$ cat src/rtl/alu_exec_pkg.sv
// Shared decode constants, internal op encoding and sequencer states for alu_exec_unit.
// Build option: ALU_EXEC_DIV_EN enables the div/divu datapath.
package alu_exec_pkg;

  localparam logic [1:0] ALUOP_ADD   = 2'b00;
  localparam logic [1:0] ALUOP_SUB   = 2'b01;
  localparam logic [1:0] ALUOP_FUNCT = 2'b10;
  localparam logic [1:0] ALUOP_ILL   = 2'b11;

  localparam logic [5:0] F_ADD   = 6'b100000;
  localparam logic [5:0] F_ADDU  = 6'b100001;
  localparam logic [5:0] F_SUB   = 6'b100010;
  localparam logic [5:0] F_SUBU  = 6'b100011;
  localparam logic [5:0] F_AND   = 6'b100100;
  localparam logic [5:0] F_OR    = 6'b100101;
  localparam logic [5:0] F_XOR   = 6'b100110;
  localparam logic [5:0] F_NOR   = 6'b100111;
  localparam logic [5:0] F_SLT   = 6'b101010;
  localparam logic [5:0] F_SLTU  = 6'b101011;
  localparam logic [5:0] F_MFHI  = 6'b010000;
  localparam logic [5:0] F_MFLO  = 6'b010010;
  localparam logic [5:0] F_MULT  = 6'b011000;
  localparam logic [5:0] F_MULTU = 6'b011001;
  localparam logic [5:0] F_DIV   = 6'b011010;
  localparam logic [5:0] F_DIVU  = 6'b011011;

  typedef enum logic [4:0] {
    OP_ADD, OP_ADDU, OP_SUB, OP_SUBU, OP_AND, OP_OR, OP_XOR, OP_NOR,
    OP_SLT, OP_SLTU, OP_MFHI, OP_MFLO, OP_MULT, OP_MULTU, OP_DIV, OP_DIVU,
    OP_ILLEGAL
  } op_e;

  typedef enum logic [1:0] {ST_IDLE, ST_ITER, ST_DONE} state_e;

  function automatic logic is_muldiv(input op_e op);
    return (op == OP_MULT) || (op == OP_MULTU) || (op == OP_DIV) || (op == OP_DIVU);
  endfunction

endpackage

$ cat src/rtl/alu_muldiv_seq.sv
// Iterative multiply/divide engine: shift-add / restoring division on magnitudes, sign fix in DONE.
// Build option: ALU_EXEC_DIV_EN includes the restoring-division datapath.
module alu_muldiv_seq
  import alu_exec_pkg::*;
#(
  parameter int WIDTH = 32
) (
  input  logic             clk,
  input  logic             rst_n,
  input  logic             start,
  input  logic             sgn,
  input  logic             is_div,
  input  logic [WIDTH-1:0] a,
  input  logic [WIDTH-1:0] b,
  output logic             busy,
  output logic             done,
  output logic [WIDTH-1:0] hi,
  output logic [WIDTH-1:0] lo
);
  localparam int CW = $clog2(WIDTH + 1);
  localparam logic [CW-1:0] CNT_INIT = CW'(WIDTH);

  state_e state, state_nxt;
  logic [CW-1:0] cnt;
  logic [WIDTH-1:0] acc_hi, acc_lo, opd;
  logic neg_q, a_neg, b_neg;
  logic [WIDTH-1:0] a_mag, b_mag;
  logic [WIDTH:0] msum;
  logic [2*WIDTH-1:0] prod;

  assign a_neg = sgn & a[WIDTH-1];
  assign b_neg = sgn & b[WIDTH-1];
  assign a_mag = a_neg ? -a : a;
  assign b_mag = b_neg ? -b : b;
  assign busy  = (state != ST_IDLE);
  assign done  = (state == ST_DONE);

  // acc_lo holds the multiplier and shifts right as product bits arrive in acc_hi
  assign msum = {1'b0, acc_hi} + {1'b0, {WIDTH{acc_lo[0]}} & opd};

`ifdef ALU_EXEC_DIV_EN
  logic div_q, neg_r, b_zero;
  logic [WIDTH-1:0] a_q;
  logic [WIDTH:0] rsh, rdif;
  logic rge;
  assign rsh  = {acc_hi, acc_lo[WIDTH-1]};
  assign rdif = rsh - {1'b0, opd};
  assign rge  = (rsh >= {1'b0, opd});
`else
  logic unused_div;
  assign unused_div = is_div;
`endif

  // Leave ITER on the edge that takes the counter to zero
  always_comb begin
    state_nxt = state;
    case (state)
      ST_IDLE: if (start) state_nxt = ST_ITER;
      ST_ITER: if (cnt == CW'(1)) state_nxt = ST_DONE;
      default: state_nxt = ST_IDLE;
    endcase
  end

  always_ff @(posedge clk or negedge rst_n) begin
    if (!rst_n) begin
      state  <= ST_IDLE;
      cnt    <= '0;
      acc_hi <= '0;
      acc_lo <= '0;
      opd    <= '0;
      neg_q  <= 1'b0;
`ifdef ALU_EXEC_DIV_EN
      div_q  <= 1'b0;
      neg_r  <= 1'b0;
      b_zero <= 1'b0;
      a_q    <= '0;
`endif
    end else begin
      state <= state_nxt;
      if (state == ST_IDLE && start) begin
        cnt    <= CNT_INIT;
        acc_hi <= '0;
        acc_lo <= a_mag;
        opd    <= b_mag;
        neg_q  <= a_neg ^ b_neg;
`ifdef ALU_EXEC_DIV_EN
        div_q  <= is_div;
        neg_r  <= a_neg;
        b_zero <= (b == '0);
        a_q    <= a;
`endif
      end else if (state == ST_ITER) begin
        cnt <= cnt - CW'(1);
`ifdef ALU_EXEC_DIV_EN
        if (div_q) begin
          acc_hi <= rge ? rdif[WIDTH-1:0] : rsh[WIDTH-1:0];
          acc_lo <= {acc_lo[WIDTH-2:0], rge};
        end else
`endif
        begin
          acc_hi <= msum[WIDTH:1];
          acc_lo <= {msum[0], acc_lo[WIDTH-1:1]};
        end
      end
    end
  end

  assign prod = neg_q ? -{acc_hi, acc_lo} : {acc_hi, acc_lo};

  always_comb begin
    hi = prod[2*WIDTH-1:WIDTH];
    lo = prod[WIDTH-1:0];
`ifdef ALU_EXEC_DIV_EN
    if (div_q) begin
      if (b_zero) begin
        lo = '1;
        hi = a_q;
      end else begin
        lo = neg_q ? -acc_lo : acc_lo;
        hi = neg_r ? -acc_hi : acc_hi;
      end
    end
`endif
  end

endmodule

$ cat src/rtl/alu_exec_unit.sv
// MIPS ALU execute stage: decode, single-cycle ALU, HI/LO and registered outputs.
// Build option: ALU_EXEC_DIV_EN enables div/divu (otherwise they decode as illegal).
module alu_exec_unit
  import alu_exec_pkg::*;
#(
  parameter int WIDTH = 32
) (
  input  logic             clk,
  input  logic             rst_n,
  input  logic             in_valid,
  output logic             in_ready,
  input  logic [1:0]       aluop,
  input  logic [5:0]       funct,
  input  logic [WIDTH-1:0] op_a,
  input  logic [WIDTH-1:0] op_b,
  output logic             out_valid,
  output logic [WIDTH-1:0] result,
  output logic             zero,
  output logic             ovf,
  output logic             illegal,
  output logic             busy
);
  op_e op;
  logic accept, is_md, md_done;
  logic [WIDTH-1:0] hi_q, lo_q, md_hi, md_lo, sum, dif, alu_res;
  logic add_ovf, sub_ovf, alu_ovf;

  always_comb begin
    op = OP_ILLEGAL;
    case (aluop)
      ALUOP_ADD: op = OP_ADD;
      ALUOP_SUB: op = OP_SUB;
      ALUOP_FUNCT: begin
        case (funct)
          F_ADD:   op = OP_ADD;
          F_ADDU:  op = OP_ADDU;
          F_SUB:   op = OP_SUB;
          F_SUBU:  op = OP_SUBU;
          F_AND:   op = OP_AND;
          F_OR:    op = OP_OR;
          F_XOR:   op = OP_XOR;
          F_NOR:   op = OP_NOR;
          F_SLT:   op = OP_SLT;
          F_SLTU:  op = OP_SLTU;
          F_MFHI:  op = OP_MFHI;
          F_MFLO:  op = OP_MFLO;
          F_MULT:  op = OP_MULT;
          F_MULTU: op = OP_MULTU;
`ifdef ALU_EXEC_DIV_EN
          F_DIV:   op = OP_DIV;
          F_DIVU:  op = OP_DIVU;
`endif
          default: op = OP_ILLEGAL;
        endcase
      end
      default: op = OP_ILLEGAL;
    endcase
  end

  assign sum     = op_a + op_b;
  assign dif     = op_a - op_b;
  assign add_ovf = (op_a[WIDTH-1] == op_b[WIDTH-1]) && (sum[WIDTH-1] != op_a[WIDTH-1]);
  assign sub_ovf = (op_a[WIDTH-1] != op_b[WIDTH-1]) && (dif[WIDTH-1] != op_a[WIDTH-1]);

  always_comb begin
    alu_res = '0;
    alu_ovf = 1'b0;
    case (op)
      OP_ADD:  begin alu_res = sum; alu_ovf = add_ovf; end
      OP_ADDU: alu_res = sum;
      OP_SUB:  begin alu_res = dif; alu_ovf = sub_ovf; end
      OP_SUBU: alu_res = dif;
      OP_AND:  alu_res = op_a & op_b;
      OP_OR:   alu_res = op_a | op_b;
      OP_XOR:  alu_res = op_a ^ op_b;
      OP_NOR:  alu_res = ~(op_a | op_b);
      OP_SLT:  alu_res = {{(WIDTH-1){1'b0}}, $signed(op_a) < $signed(op_b)};
      OP_SLTU: alu_res = {{(WIDTH-1){1'b0}}, op_a < op_b};
      OP_MFHI: alu_res = hi_q;
      OP_MFLO: alu_res = lo_q;
      default: alu_res = '0;
    endcase
  end

  assign is_md    = is_muldiv(op);
  assign in_ready = ~busy;
  assign accept   = in_valid & ~busy;

  alu_muldiv_seq #(.WIDTH(WIDTH)) u_muldiv (
    .clk    (clk),
    .rst_n  (rst_n),
    .start  (accept & is_md),
    .sgn    ((op == OP_MULT) || (op == OP_DIV)),
    .is_div ((op == OP_DIV) || (op == OP_DIVU)),
    .a      (op_a),
    .b      (op_b),
    .busy   (busy),
    .done   (md_done),
    .hi     (md_hi),
    .lo     (md_lo)
  );

  // Engine completion and single-cycle accept are mutually exclusive: DONE keeps busy high
  always_ff @(posedge clk or negedge rst_n) begin
    if (!rst_n) begin
      hi_q      <= '0;
      lo_q      <= '0;
      out_valid <= 1'b0;
      result    <= '0;
      zero      <= 1'b0;
      ovf       <= 1'b0;
      illegal   <= 1'b0;
    end else begin
      out_valid <= 1'b0;
      if (md_done) begin
        hi_q      <= md_hi;
        lo_q      <= md_lo;
        out_valid <= 1'b1;
        result    <= md_lo;
        zero      <= (md_lo == '0);
        ovf       <= 1'b0;
        illegal   <= 1'b0;
      end else if (accept && !is_md) begin
        out_valid <= 1'b1;
        result    <= alu_res;
        zero      <= (alu_res == '0);
        ovf       <= alu_ovf;
        illegal   <= (op == OP_ILLEGAL);
      end
    end
  end

endmodule

$ cat config.mk
export PLATFORM = sky130hd
export DESIGN_NAME = alu_exec_unit
export DESIGN_NICKNAME = d
export VERILOG_FILES = /design/src/rtl/alu_exec_pkg.sv /design/src/rtl/alu_muldiv_seq.sv /design/src/rtl/alu_exec_unit.sv
export SDC_FILE = /design/constraint.sdc
export NUM_CORES = 1
export LEC_CHECK = 0
export ABC_AREA = 0
export ABC_CLOCK_PERIOD_IN_PS = 3190
export BUFFER_PORTS_ARGS = -buffer_cell sky130_fd_sc_hd__buf_2
export CORE_AREA = 2 2 223 181
export CTS_BUF_LIST = sky130_fd_sc_hd__clkbuf_16
export CTS_CLUSTER_DIAMETER = 40
export DETAILED_ROUTE_END_ITERATION = 6
export DIE_AREA = 0 0 225 183
export GPL_ROUTABILITY_DRIVEN = 0
export PLACE_DENSITY = 0.67
export SETUP_SLACK_MARGIN = 0.5
export SLEW_MARGIN = 15
export SYNTH_ARGS = -nofsm -noshare
export SYNTH_HDL_FRONTEND = slang
export SYNTH_HIERARCHICAL = 1
export SYNTH_SLANG_ARGS = --single-unit
$ cat constraint.sdc
create_clock -name clk -period 3.19 [get_ports clk]
set_input_delay 0.1595 -clock clk [delete_from_list [all_inputs] [get_ports clk]]
set_output_delay 0.1595 -clock clk [all_outputs]
set_load 0.01 [all_outputs]
== Word level (Yosys, flattened, before mapping) ==
Memory sizes are Yosys's and may differ from the RTL's.
Cells that the tools add are included.

* Register bits: 205
* Latch bits: 0
* Memory bits (writable): 0
* Memory bits (read-only): 320
* Bits of input ports: 75
* Output and inout port bits: 38
* Logic and storage cells: 106
* Memories kept: 1

{| class="wikitable"
|+ Memories
! name !! words !! width !! read ports !! clocked after Yosys merged registers in !! wr ports !! RTL line !! RTL
|-
| (name not given) || 64 || 5 || 1 || 0 || 0 || alu_exec_unit.sv:34 || <nowiki>case (funct)</nowiki>
|}

* Add/sub/neg operators: 7
* Multipliers: 0
* Divide/modulo/power cells: 0
* Order comparisons: 2
* Eq/ne operators: 27
* Shift operators: 0
* Mux-type cells: 25
* Bitwise gates (word level): 11
* Reductions and logical operators: 20

{| class="wikitable"
|+ Operators with widths
! cell !! count
|-
| $pmux W32 S10 || 1
|-
| $mux W32 || 8
|-
| $and A32 B32 Y32 || 2
|-
| $logic_not A32 Y1 || 2
|-
| $lt A32 B32 Y1 || 2
|-
| $mux W64 || 1
|-
| $neg A32 Y32 || 2
|-
| $neg A64 Y64 || 1
|-
| $eq A5 B4 Y1 const B || 8
|-
| $add A32 B32 Y33 || 1
|-
| $add A32 B32 Y32 || 1
|-
| $not A32 Y32 || 1
|-
| $or A32 B32 Y32 || 1
|-
| $sub A32 B32 Y32 || 1
|-
| $xor A32 B32 Y32 || 1
|-
| $eq A5 B3 Y1 const B || 4
|-
| $pmux W5 S3 || 1
|-
| $mux W6 || 2
|-
| $eq A5 B2 Y1 const B || 2
|-
| $mux W1 || 8
|-
| $eq A6 B1 Y1 const B || 1
|-
| $reduce_bool A2 Y1 || 3
|-
| $sub A6 B1 Y6 const B || 1
|-
| $eq A5 B1 Y1 const B || 1
|-
| 19 further kinds || 36
|}

== Logic depth before layout (Yosys ltp) ==
Gate-level depths: netlist of the first run.

* Depth after elaboration: 10
* Gate-level depth with buffers: 15
* Mapped depth without buffers: 15

== Hierarchy ==
The synthesis of the first run kept the hierarchy.

{| class="wikitable"
|+ Modules (own cells, without submodules)
! module !! instances !! cells each !! area each (um2) !! sequential area each (um2)
|-
| alu_exec_unit || 1 || 1346 || 10625.2 || 2502.4
|-
| alu_muldiv_seq || 1 || 1072 || 8674.6 || 2627.5
|}

== Worst setup path before layout of the first run ==
No wires, ideal clock.

* Path type: input -> register
* Start point: in op_a[0]
* End point: reg zero
* Library setup time: 0.095 ns
* Data arrival time: 3.431 ns
* Required time: 3.095 ns
* Setup slack: -0.337 ns
* Stages: 13
* Cells stage by stage: ha_1 -> fa_1 -> a21o_1 -> and4_1 -> o2111ai_1 -> a31oi_1 -> a311oi_1 -> o21ai_0 -> a221o_1 -> a21o_1 -> nand4b_1 -> or4_1 -> o31ai_1

* Longest elaborated chain between the ends: 6

{| class="wikitable"
|+ RTL lines
! what !! RTL line !! RTL
|-
| from (decl) || alu_exec_unit.sv:14 || <nowiki>input logic [WIDTH-1:0] op_a,</nowiki>
|-
| branches (longest 2 deep; another with $sub A32 B32 Y32) || n/a ||
|-
| $pmux W32 S10 * || alu_exec_unit.sv:68 || <nowiki>case (op)</nowiki>
|-
| $logic_not A32 Y1 * || alu_exec_unit.sv:126 || <nowiki>zero <= (alu_res == '0);</nowiki>
|-
| $mux W1 * || alu_exec_unit.sv:123 || <nowiki>end else if (accept && !is_md) begin</nowiki>
|-
| $mux W1 * || alu_exec_unit.sv:115 || <nowiki>if (md_done) begin</nowiki>
|-
| to (signal assigned) || alu_exec_unit.sv:120 || <nowiki>zero <= (md_lo == '0);</nowiki>
|-
| to (signal assigned) || alu_exec_unit.sv:126 ||
|-
| to (decl) || alu_exec_unit.sv:18 || <nowiki>output logic zero,</nowiki>
|}

Mark *: on every way between the ends. The select of a mux whose other input is x is not followed.
A chain may end at the register's enable or synchronous reset.

== Worst setup path after layout of the first run ==
* Start point: reg u_muldiv.acc_lo[6]
* End point: reg zero

* Longest elaborated chain between the ends: 4

{| class="wikitable"
|+ RTL lines
! what !! RTL line !! RTL
|-
| from (decl) || alu_muldiv_seq.sv:25 || <nowiki>logic [WIDTH-1:0] acc_hi, acc_lo, opd;</nowiki>
|-
| from (signal assigned) || alu_muldiv_seq.sv:83 || <nowiki>acc_lo <= a_mag;</nowiki>
|-
| from (signal assigned) || alu_muldiv_seq.sv:102 || <nowiki>acc_lo <= {msum[0], acc_lo[WIDTH-1:1]};</nowiki>
|-
| $neg A64 Y64 || alu_muldiv_seq.sv:108 || <nowiki>assign prod = neg_q ? -{acc_hi, acc_lo} : {acc_hi, acc_lo};</nowiki>
|-
| $mux W64 || alu_muldiv_seq.sv:108 ||
|-
| net md_lo[27] || alu_exec_unit.sv:25 || <nowiki>logic [WIDTH-1:0] hi_q, lo_q, md_hi, md_lo, sum, dif, alu_res;</nowiki>
|-
| $logic_not A32 Y1 || alu_exec_unit.sv:120 ||
|-
| $mux W1 || alu_exec_unit.sv:115 ||
|}

The timed path passes the listed nets, and every way through them passes these cells.

==> flow_metrics.tcl, run 1 <==
set metrics [dict create \
    path_max_fanout 3 \
    vdd_drop_max_uv 342.4 \
    ios 113 \
    hold_viol_final 0 \
    grt_pass1_vias 21400 \
    leakagePower_nw 12.32 \
    place_area_um2 24120 \
    status "finished with violations" \
    reg2reg_from "u_muldiv/acc_lo[6]" \
    diodes 0 \
    slew-limit-headroom_pct 45.74 \
    cts-root-buf "clkbuf_16" \
    p_per_area_nw_per_um2 317.8 \
    drc 1 \
    avgSynthCellArea_um2 7.983 \
    required_ns 3.64 \
    grt_remaining_overflow 0 \
    start_util_pct 49.53 \
    die_w_um 225 \
    dp_hpwl_um 61630 \
    r2r_setup_slack_ns -0.10 \
    syn2layout_area_growth_pct 43.04 \
    rr_worst_depth 14 \
    crit_arrival_ns 3.74 \
    endpoint "zero" \
    path_class "flop to flop" \
    fin_setup_tns_ns -0.1235 \
    ant_nets 0 \
    die_h_um 183 \
    setup_ws_ns -0.1030 \
    synth_cells 2417 \
    netlist_area_um2 19300 \
    path_clk_slew_ns 0.06 \
    worstReg2RegEnd "zero" \
    wl_per_cell_um 23.89 \
    maxCapViolCount 0 \
    clock_path_buffers 3 \
    clk_latency_ns 0.54 \
    drt_iter0_markers 3081 \
    grt_use_total_pct 38.55 \
    grt_antenna_before_repair 0 \
    dieArea_um2 41180 \
    clock_skew_ns 0.01918 \
    hold_class "input port to flop" \
    min_period_ns 3.293 \
    nNetsFinal 3210 \
    rows 65 \
    holdWs_ns 0.03016 \
    violations "DRC, setup timing" \
    drive_gt1_share_pct 34.80 \
    rsz0062_at_grt "yes" \
    cts_sinks 205 \
    cp-end-kind "flop" \
    startpoint "u_muldiv/acc_lo[6]" \
    drv_slew 0 \
    fin_crit_sh_pct 103.2 \
    max_clock_freq_mhz 303.7 \
    layout.cells.non_filler 3525 \
    cts_buffers 36 \
    grt_max_degree 130 \
    htree_levels 2 \
    avgViaCountPerCell 6.450 \
    fin_area_um2 27600 \
    wl_um 84220 \
    first_pass_iters 7 \
    yosysWarnings 6 \
    placedCellCount 3404 \
    vias 22740 \
    grt_pass1_wl_um 122700 \
    io_buffers 112 \
    postSynthNetCount 2631 \
    setup_viol 2 \
    tightest_slew_ns 0.8080 \
    postLayoutCoreUtil_pct 70.85 \
    cp-start-kind "flop" \
    cts_tree "yes" \
    core_area_um2 38960 \
]
-- placed cells by master (no fill, tap or decap), types with 13 or more instances in the layout --
cell / n
ha_4: 14
a211oi_1: 20
mux2i_1: 27
o31ai_1: 25
nand2_1: 228
o21ai_1: 41
buf_2: 108
buf_6: 41
clkbuf_16: 37
nor3_1: 45
and2_1: 38
or4_1: 13
o21ai_0: 219
a22oi_1: 33
inv_1: 150
xor2_1: 52
a221oi_1: 23
nand4_1: 27
nand3_1: 44
a21oi_1: 142
nand2b_1: 16
nor2b_1: 13
a31oi_1: 25
o41ai_1: 14
a21o_1: 23
xnor2_1: 95
buf_4: 521
or3_1: 18
ha_1: 111
nor4_1: 23
o211ai_1: 24
xnor2_2: 29
nor2_1: 117
a22o_1: 15
o31ai_4: 14
o21ai_2: 16
mux2_4: 27
and3_1: 14
dfrtp_1: 201
-- registers in the layout (all words and copies together), names as in the netlist, 2 cells and up --
name and cells:
hi_q 32, lo_q 32, result 32, u_muldiv/acc_hi 32
u_muldiv/acc_lo 32, u_muldiv/cnt 6, u_muldiv/opd 32, u_muldiv/state 2
-- critical path, cell delays in order (launching register included) --
cell and delay, ns:
dfrtp_1 0.38, or4_4 0.57, nor4_4 0.22, buf_4 0.19
buf_6 0.09, nand4_1 0.13, buf_6 0.19, o31ai_4 0.32
xnor2_2 0.17, nor4_2 0.26, buf_4 0.16, nand4_1 0.13
nor3_1 0.21, a21oi_1 0.09, o31ai_2 0.07
-- area by class of cell --
type                       instances  area, um2
sequential                       205       5135
inverter                         150      566.8
fill                            2945      11360
tap                              502      628.1
timing repair buffer             687       5214
multi-input combinational       1916      14820
clock inverter                    28      307.8
clock buffer                      37      925.9
-- power breakdown --
part / leakage, nW / switching [mW] / total [mW] / internal, mW
Clock: 0.604 / 1.55 / 3.97 / 2.42
Combinational: 9.12 / 1.20 / 2.20 / 0.997
Sequential: 2.60 / 0 / 2.60 / 2.60
Total: 12.3 / 2.75 / 8.77 / 6.02
-- per-layer routing --
metal / routed length [um] / global-route usage [%] / vias up / share of wire [%]
li1: - / - / 9994 / -
met1: 32190 / 50.87 / 10770 / 38
met2: 35480 / 56.20 / 1603 / 42
met5: 0 / 0 / - / 0
met3: 10120 / 9.100 / 367 / 12
met4: 6441 / 25.72 / 0 / 7.6
-- how the worst min path moves through the flow --
stage / cells after the start / startpoint / end / slack (ns)
after floorplan: 0 / rst_n / hi_q[0] / -0.14
after global placement: 1 / rst_n / u_muldiv/acc_lo[30] / 0.25
after detailed placement: 1 / rst_n / u_muldiv/acc_hi[27] / 0.24
after CTS: 4 / op_a[30] / u_muldiv/acc_lo[30] / 0.02
after global routing: 4 / op_a[30] / u_muldiv/acc_lo[30] / 0.04
final: 4 / op_a[30] / u_muldiv/acc_lo[30] / 0.03
-- per-stage QoR --
stage,power [mW],worst slack (ns)
global route,9.056,-0.1986
global placement,4.564,-0.8537
CTS,8.622,-0.02396
detailed placement,4.590,-0.8533
floorplan,3.546,-0.1452
finish,8.772,-0.1030
-- timing repair --
action,in CTS,in global routing
hold buffers,2,0
endpoints found under the setup margin,57,105
gates cloned,1,0
pin swaps,59,84
setup buffers,25,28
endpoints found under the hold margin,92,0
gates resized for setup,152,256
Power figures use the tool's default switching activity.
==> run 2: changes to the inputs <==
--- a/config.mk
+++ b/config.mk
@@ -16,4 +16,5 @@
 export GPL_ROUTABILITY_DRIVEN = 0
 export PLACE_DENSITY = 0.67
+export RECOVER_POWER = 50
 export SETUP_SLACK_MARGIN = 0.5
 export SLEW_MARGIN = 15
==> constraint.sdc (replaced) <==
create_clock -name clk -period 3.19 [get_ports clk]
set_input_delay 0.319 -clock clk [delete_from_list [all_inputs] [get_ports clk]]
set_output_delay 0.319 -clock clk [all_outputs]
set_load 0.01 [all_outputs]
==> run 2 against run 1 <==
Effect of this change:
- the run ends with capacitance limit, slew limit, setup timing left
- first-iteration DRC count decreased by 7.5%
- register-to-register slack got worse by 0.05 ns
- core utilization is 0.29 points lower
- clock skew rose by 0.00094 ns
- clock-buffer cell count fell by 2
- sequential cell count is the same
- sequential share of layout area rose by 0.077 points
- critical endpoint unchanged
- largest cell class unchanged
==> flow_metrics.tcl, run 2 (synthesized netlist as in run 1, its figures left out) <==
set metrics [dict create \
    wl_um 83490 \
    comb_power_share_pct 26.3 \
    path_max_fanout 3 \
    placedCellCount 3413 \
    hold_viol_final 0 \
    grt_pass1_wl_um 122300 \
    crit_arrival_ns 3.85 \
    fin_setup_tns_ns -0.4219 \
    start_util_pct 49.53 \
    drt_iter0_markers 2850 \
    core_area_um2 38960 \
    violations "capacitance limit, slew limit, setup timing" \
    wl_per_cell_um 23.61 \
    cts_sinks 205 \
    p_switching_mw 2.756 \
    crit_chain "buf_8 -> clkinvlp_4 -> ha_4 -> o21ba_4 -> or4_4 -> a211oi_4 -> nor2_1 -> a32o_1 -> xor2_1 -> a2111oi_2 -> and4_4 -> nand4b_1 -> or4_4 -> o31ai_2" \
    setup_viol 3 \
    tightest_slew_ns 2.535 \
    layout.cells.non_filler 3536 \
    status "finished with violations" \
    final_common_cell "buf_4" \
    maxCapViolCount 1 \
    rsz0062_at_grt "yes" \
    cp-start-kind "input port" \
    setup_ws_ns -0.2106 \
    grt_max_degree 99 \
    cts_buffers 34 \
    max_clock_freq_mhz 294.1 \
    hold_class "input port to flop" \
    max_stage_delay_ns 0.51 \
    grt_remaining_overflow 0 \
    crit_top_cell "or4_4" \
    htree_levels 2 \
    rows 65 \
    dp_hpwl_um 61670 \
    clock_path_buffers 3 \
    vdd_drop_max_uv 351.4 \
    io_buffers 112 \
    clk_latency_ns 0.54 \
    holdWs_ns 0.1787 \
    fin_crit_sh_pct 106.6 \
    p_int_mw 6.055 \
    drive_gt1_share_pct 34.08 \
    cts_tree "yes" \
    path_clk_slew_ns 0.07 \
    vias 22780 \
    path_class "input port to flop" \
    first_pass_iters 7 \
    dieArea_um2 41180 \
    drv_slew 99 \
    slew-limit-headroom_pct -69.01 \
    required_ns 3.64 \
    grt_use_total_pct 38.41 \
    slowest_stage "or4_4" \
    clock_skew_ns 0.02012 \
    drc 0 \
    syn2layout_area_growth_pct 42.45 \
    grt_antenna_before_repair 0 \
    cts-root-buf "clkbuf_16" \
    cp-end-kind "flop" \
    final_cell_mix "buf_4, nand2_1, o21ai_0, dfrtp_1, inv_1" \
    diodes 0 \
    ant_nets 0 \
    p_sw_share_pct 31.28 \
    avgViaCountPerCell 6.443 \
    pwr-share-seq_pct 29.5 \
    min_period_ns 3.401 \
    pwr-share-clk_pct 44.1 \
    grt_pass1_vias 21470 \
    p_per_area_nw_per_um2 320.6 \
    leakagePower_nw 12.24 \
    die_w_um 225 \
    nNetsFinal 3224 \
    ios 113 \
    die_h_um 183 \
]
run 2: cell count changes in the layout (fill, tap and decap cells not counted), sizes merged:
| cell | delta |
|---|---|
| clkinv | +1 |
| dlygate4sd3 | -1 |
| buf | -22 |
| bufinv | +1 |
| inv | -4 |
| clkinvlp | -1 |
| clkbuf | +38 |
| nor4b | -1 |
run 2: per-stage QoR:
stage          total power [mW]  worst slack, ns  cell area (um2)  utilization [%]
2_1_floorplan             3.552          -0.3047            19600                -
3_3_place_gp              4.578          -0.8064            24180            62.07
3_5_place_dp              4.609          -0.9865            24180            62.07
4_1_cts                   8.637          -0.2791            26430            67.85
5_1_grt                   9.058          -0.2683            27490            70.56
6_report                  8.812          -0.2106            27490            70.56
run 2: timing repair:
item                       CTS  global route
pin swaps                   63            75
hold buffers                 1             0
gates cloned                 0             2
setup endpoints to repair   59            79
buffers inserted            41            19
hold endpoints to repair    95             0
gates resized for setup    183           208
run 2: path summary, 6_finish.rpt:
path / from / end / slack [ns] / cells past startpoint
max reg2reg: u_muldiv/acc_lo[19] / zero / -0.15 / 14
min: op_a[30] / u_muldiv/acc_lo[30] / 0.18 / 4
max in group asynchronous: rst_n / u_muldiv/acc_hi[0] / 0.38 / 2
min reg2reg: u_muldiv/opd[24] / u_muldiv/opd[24] / 0.47 / 2
min in group asynchronous: rst_n / u_muldiv/opd[30] / 1.10 / 2
max: op_b[1] / zero / -0.21 / 14
run 2: critical path, delay by kind of cell:
family                     cells  cell delay [ns]
buffers and inverters          2             0.17
AOI/OAI and AO/OA              5             1.43
xor gates and xnor gates       1             0.17
adders and majority gates      1             0.22
and+or+nand+nor                5             1.55
run 2: area by class of cell:
cell class                      count  area (um2)
Timing Repair Buffer              704        5248
Sequential cell                   205        5135
Inverter                          150       569.3
Fill cell                        3000       11470
Tap cell                          502       628.1
Clock buffer                       35       875.8
Clock inverter                     25       311.5
Multi-Input combinational cell   1915       14720
run 2: power by group through the flow:
stage          clock (mW)  sequential, mW  combinational [mW]
3_3_place_gp            0            2.65                1.93
4_1_cts              3.92            2.60                2.12
3_5_place_dp            0            2.65                1.96
6_report             3.89            2.60                2.32
5_1_grt              4.03            2.60                2.43
2_1_floorplan           0            2.65               0.903
run 2: routing by layer:
layer / track usage [%] / share of wire (%) / vias up
met3: 8.459 / 12 / 349
met5: 0 / 0 / -
met4: 25.01 / 7.5 / 0
met1: 50.63 / 38 / 10910
met2: 56.85 / 42 / 1511
li1: - / - / 10020
